## src/rtl/prgn_pkg.sv

```systemverilog
// -----------------------------------------------------------------------------
// prgn_pkg
// Shared definitions for the PRGN xorshift32 generator and its stream checker.
// Both the generator core and the checker take the next-value function from
// here, so the golden sequence cannot drift away from the produced one.
//
// Contents:
//   NUM_OUT_DEF       default number of beats per seed
//   XS_A/XS_B/XS_C    xorshift32 shift amounts (13 / 17 / 5)
//   err_code_t        first-error codes reported by the checker
//   state_t, ST_*     checker FSM state encoding
//   nxt()             one xorshift32 step
// -----------------------------------------------------------------------------
package prgn_pkg;

    localparam int NUM_OUT_DEF = 256;

    localparam int XS_A = 13;
    localparam int XS_B = 17;
    localparam int XS_C = 5;

    typedef enum logic [2:0] {
        ERR_NONE    = 3'd0,  // no error seen
        ERR_DATA    = 3'd1,  // beat data differs from the local sequence
        ERR_TIMEOUT = 3'd2,  // too many idle clocks before/between beats
        ERR_EARLY   = 3'd3,  // beat arrived before any seed
        ERR_EXTRA   = 3'd4,  // beat arrived after the run completed
        ERR_SEED    = 3'd5   // seed strobe while a run was in progress
    } err_code_t;

    // Plain constants keep the encoding readable in older tools and waveforms.
    typedef logic [1:0] state_t;
    localparam state_t ST_IDLE   = 2'd0;
    localparam state_t ST_RUN    = 2'd1;
    localparam state_t ST_REPORT = 2'd2;
    localparam state_t ST_DONE   = 2'd3;

    // One xorshift32 step; every shift truncates to 32 bits.
    function automatic logic [31:0] nxt(input logic [31:0] x);
        logic [31:0] y;
        y = x ^ (x << XS_A);
        y = y ^ (y >> XS_B);
        y = y ^ (y << XS_C);
        return y;
    endfunction

endpackage

```

## src/rtl/prgn_xs32_step.sv

```systemverilog
// -----------------------------------------------------------------------------
// prgn_xs32_step
// Purely combinational xorshift32 step, a thin wrapper around prgn_pkg::nxt().
//
// Ports:
//   cur      in   32  current sequence value
//   nxt_val  out  32  next sequence value
// -----------------------------------------------------------------------------
module prgn_xs32_step
    import prgn_pkg::*;
(
    input  logic [31:0] cur,
    output logic [31:0] nxt_val
);

    assign nxt_val = nxt(cur);

endmodule

```

## config.mk

```make
export PLATFORM = sky130hd
export DESIGN_NAME = prgn_xs32_step
export DESIGN_NICKNAME = d
export VERILOG_FILES = /design/src/rtl/prgn_pkg.sv /design/src/rtl/prgn_xs32_step.sv
export SDC_FILE = /design/constraint.sdc
export NUM_CORES = 1
export LEC_CHECK = 0
export CORE_MARGIN = 2
export CORE_UTILIZATION = 34
export DETAILED_ROUTE_END_ITERATION = 8
export PLACE_DENSITY = 0.9
export SLEW_MARGIN = 20
export SYNTH_ARGS = -nofsm -noshare
export SYNTH_HDL_FRONTEND = slang
export SYNTH_SLANG_ARGS = --single-unit
export TNS_END_PERCENT = 20
```

## constraint.sdc

```tcl
create_clock -name vclk -period 1.8
set_clock_uncertainty 0.2 [all_clocks]
set_input_delay 0.36 -clock vclk [all_inputs]
set_output_delay 0.36 -clock vclk [all_outputs]
set_load 0.005 [all_outputs]
```

==> flow_metrics.tcl, run 1 <==
set metrics [dict create \
    hold_buffers 0 \
    syn_nets 90 \
    hpwl_mm 2.20 \
    error "[ERROR DPL-0033] detailed placement checks failed during check placement." \
    die_y_um 51.6 \
    port_buffers 64 \
    synth_area_leaders "xnor2_1 (31%), xor3_1 (28%), xnor3_1 (23%)" \
    synth_most_common_cell "xnor2_1" \
    synthCells 58 \
    grt_antenna_before_repair 1 \
    stop_stage "global routing" \
    synth_cell_type_count 5 \
    ys_seq_area_share_pct 0 \
    ys_top_cells_by_count "xnor2_1 (27), xor2_1 (13), xor3_1 (9), xnor3_1 (8), xor3_2 (1)" \
    ios 64 \
    synth_warnings 0 \
    synth_area_um2 769 \
    die_x_um 51.6 \
    fp-row-count 17 \
    post_dp_cell_area_um2 1640 \
    crit_endpoint "nxt_val[11]" \
    avgSynthCellArea_um2 13.3 \
    synth_top_area_cell "xnor2_1" \
    place_ws_ps -913 \
    gp_congestion 0.697 \
    run_status "stopped before the end" \
    initial_core_util_pct 35.5 \
    worstEpCategory "output port" \
    grt_max_degree 4 \
    netlist.area_leader.share_pct 30.7 \
]
-- cell families after synthesis --
logic type / Yosys count / share of synthesized area, %
xor+xnor: 58 / 100
-- per-stage QoR --
| stage | TNS (ps) | cells | utilization [%] |
|---|---|---|---|
| 2_1_floorplan | 0 | 58 | - |
| 3_3_place_gp | -23360 | 176 | 75.6 |
| 3_5_place_dp | -24750 | 176 | 75.6 |
| 4_1_cts | -981 | 211 | 93.1 |
-- repair_timing --
item	in CTS
gates resized for setup	309
endpoints found under the setup margin	32
buffers inserted	35
pin swaps	39
==> run 2: changes to the inputs <==
--- a/config.mk
+++ b/config.mk
@@ -5,10 +5,10 @@
 export SDC_FILE = /design/constraint.sdc
 export NUM_CORES = 1
 export LEC_CHECK = 0
-export CORE_MARGIN = 2
-export CORE_UTILIZATION = 34
+export CORE_AREA = 2 2 63 65
 export DETAILED_ROUTE_END_ITERATION = 8
-export PLACE_DENSITY = 0.9
+export DIE_AREA = 0 0 65 67
+export PLACE_DENSITY_LB_ADDON = 0.15
 export SLEW_MARGIN = 20
 export SYNTH_ARGS = -nofsm -noshare
 export SYNTH_HDL_FRONTEND = slang
==> flow_metrics.tcl, run 2 <==
set metrics [dict create \
    crit_top_cell "buf_6" \
    drv_cap 0 \
    seq_cell_count 0 \
    drv_slew 0 \
    run_status "complete, but fails checks" \
    coreArea_um2 3610 \
    hold_path_end "nxt_val[31]" \
    diodes 0 \
    grt_usage_pct 13.7 \
    synth_most_common_cell "xnor2_1" \
    drc 0 \
    clockBufferCount 0 \
    min_path_cells 4 \
    grt_max_degree 5 \
    fillers 300 \
    relSlewSlack_pct 85.5 \
    crit_fanout 2 \
    cp.required_ps 1240 \
    drive_gt1_share_pct 80.3 \
    final_cell_area_um2 2100 \
    crit_buf_inv 4 \
    tightest_slew_ps 216 \
    synth_warnings 0 \
    grt.overflow.total 0 \
    multi_input_area_um2 1090 \
    layout.nets 212 \
    gp_congestion 0.808 \
    final_cells 226 \
    grt_antenna_before_repair 0 \
    drtAntennaViolNets 0 \
    port_buffers 64 \
    die_x_um 65 \
    hpwl_mm 2.05 \
    dp_cells 199 \
    initial_core_util_pct 21.3 \
    ys_top_cells_by_count "xnor2_1 (27), xor2_1 (13), xor3_1 (9), xnor3_1 (8), xor3_2 (1)" \
    crit_family "XOR/XNOR gates" \
    regArea_um2 0 \
    first_pass_iters 2 \
    clock.fmax_mhz 531 \
    hold_buffers 0 \
    critPathArrivalTime_ps 1320 \
    crit_chain "buf_8 -> xor2_4 -> buf_6 -> buf_6 -> xor3_1 -> buf_2" \
    powerDensity_nw_per_um2 448 \
    die_area_um2 4360 \
    finalSetupViolations 13 \
    irDropWorstVdd_mv 0.209 \
    grt_pass1_vias 964 \
    most-common-layout-cells "buf_4 (46), buf_2 (36), buf_6 (22)" \
    cp_slowest_cell "xor3_1" \
    syn_nets 90 \
    ys_seq_area_share_pct 0 \
    crit_path_start_kind "primary input" \
    netlist.area_leader.share_pct 30.7 \
    min_path_type "in -> out" \
    first_iter_violations 6 \
    vias 877 \
    final_common_cell "buf_4" \
    synth_area_leaders "xnor2_1 (31%), xor3_1 (28%), xnor3_1 (23%)" \
    rsz0062_at_grt "true" \
    synth_area_um2 769 \
    hp-start "cur[26]" \
    p_leak_nw 1.12 \
    synthCells 58 \
    avgSynthCellArea_um2 13.3 \
    fp-row-count 22 \
    post_drt_wl_per_cell_um 12.7 \
    fin_crit_ps 1880 \
    hold_viol 0 \
    place_ws_ps -934 \
    crit_type "in -> out" \
    synth_cell_type_count 5 \
    max_stage_delay_ps 320 \
    post_dp_cell_area_um2 1690 \
    fin_ws_ps -82.5 \
    holdWs_ps 902 \
    viasPerCell 3.88 \
    wl_mm 2.86 \
    synth_top_area_cell "xnor2_1" \
    grt_pass1_wl_mm 4.66 \
    syn_to_final_growth_pct 172 \
    die_y_um 67 \
    end_kind "output port" \
    ios 64 \
    fin_crit_sh_pct 105 \
    violations "setup timing" \
]
-- run 2: cell counts after synthesis --
No cell type changed its count.
-- run 2: cell type report --
cell class | instances | area share (%)
Tap cell | 48 | 2.87
Timing Repair Buffer | 120 | 45.2
Multi-Input combinational cell | 58 | 51.9
-- run 2: worst max path at each step --
stage	endpoint	cells after the start	slack, ps	from
after global routing	nxt_val[14]	5	-120	cur[9]
after floorplan	nxt_val[5]	2	50	cur[4]
final	nxt_val[8]	6	-80	cur[7]
after CTS	nxt_val[8]	5	-220	cur[25]
after global placement	nxt_val[7]	4	-910	cur[6]
after detailed placement	nxt_val[10]	4	-930	cur[9]
-- run 2: kinds of logic after synthesis --
| family | count (synthesis) | synth area share [%] |
|---|---|---|
| XOR/XNOR | 58 | 100 |
-- run 2: metrics by stage --
step	utilization [%]	total power, mW	setup TNS, ps
CTS	55.0	0.911	-935
global route	58.1	1.01	-1070
finish	58.1	0.939	-508
floorplan	-	0.354	0
detailed placement	46.8	0.898	-24900
global placement	46.8	0.896	-24510
-- run 2: layer usage --
metal / part of all wire, % / wire [um] / track usage [%] / vias up
met3: 8.0 / 230 / 1.86 / 0
met5: 0 / 0 / 0 / -
met4: 0 / 0 / 0 / 0
met1: 38 / 1080 / 17.0 / 407
met2: 54 / 1550 / 26.5 / 38
li1: - / - / - / 432
-- run 2: repair_timing --
action,in CTS,in global routing
resized for setup,293,31
pin swaps,34,14
buffers inserted,27,0
gates cloned,0,0
endpoints found under the setup margin,32,25
-- run 2: power breakdown --
group / leakage, nW / switching (mW) / internal (mW) / total (mW)
clock network: 0 / 0 / 0 / 0
logic: 1.12 / 0.320 / 0.619 / 0.939
registers: 0 / 0 / 0 / 0
(Power assumes the default switching activity.)
==> run 3: changes to the inputs <==
--- a/config.mk
+++ b/config.mk
@@ -9,7 +9,6 @@
 export DETAILED_ROUTE_END_ITERATION = 8
 export DIE_AREA = 0 0 65 67
 export PLACE_DENSITY_LB_ADDON = 0.15
-export SLEW_MARGIN = 20
 export SYNTH_ARGS = -nofsm -noshare
 export SYNTH_HDL_FRONTEND = slang
 export SYNTH_SLANG_ARGS = --single-unit
==> results of run 3 <==
Final layout, timing and power as in run 2 (identical DEF).
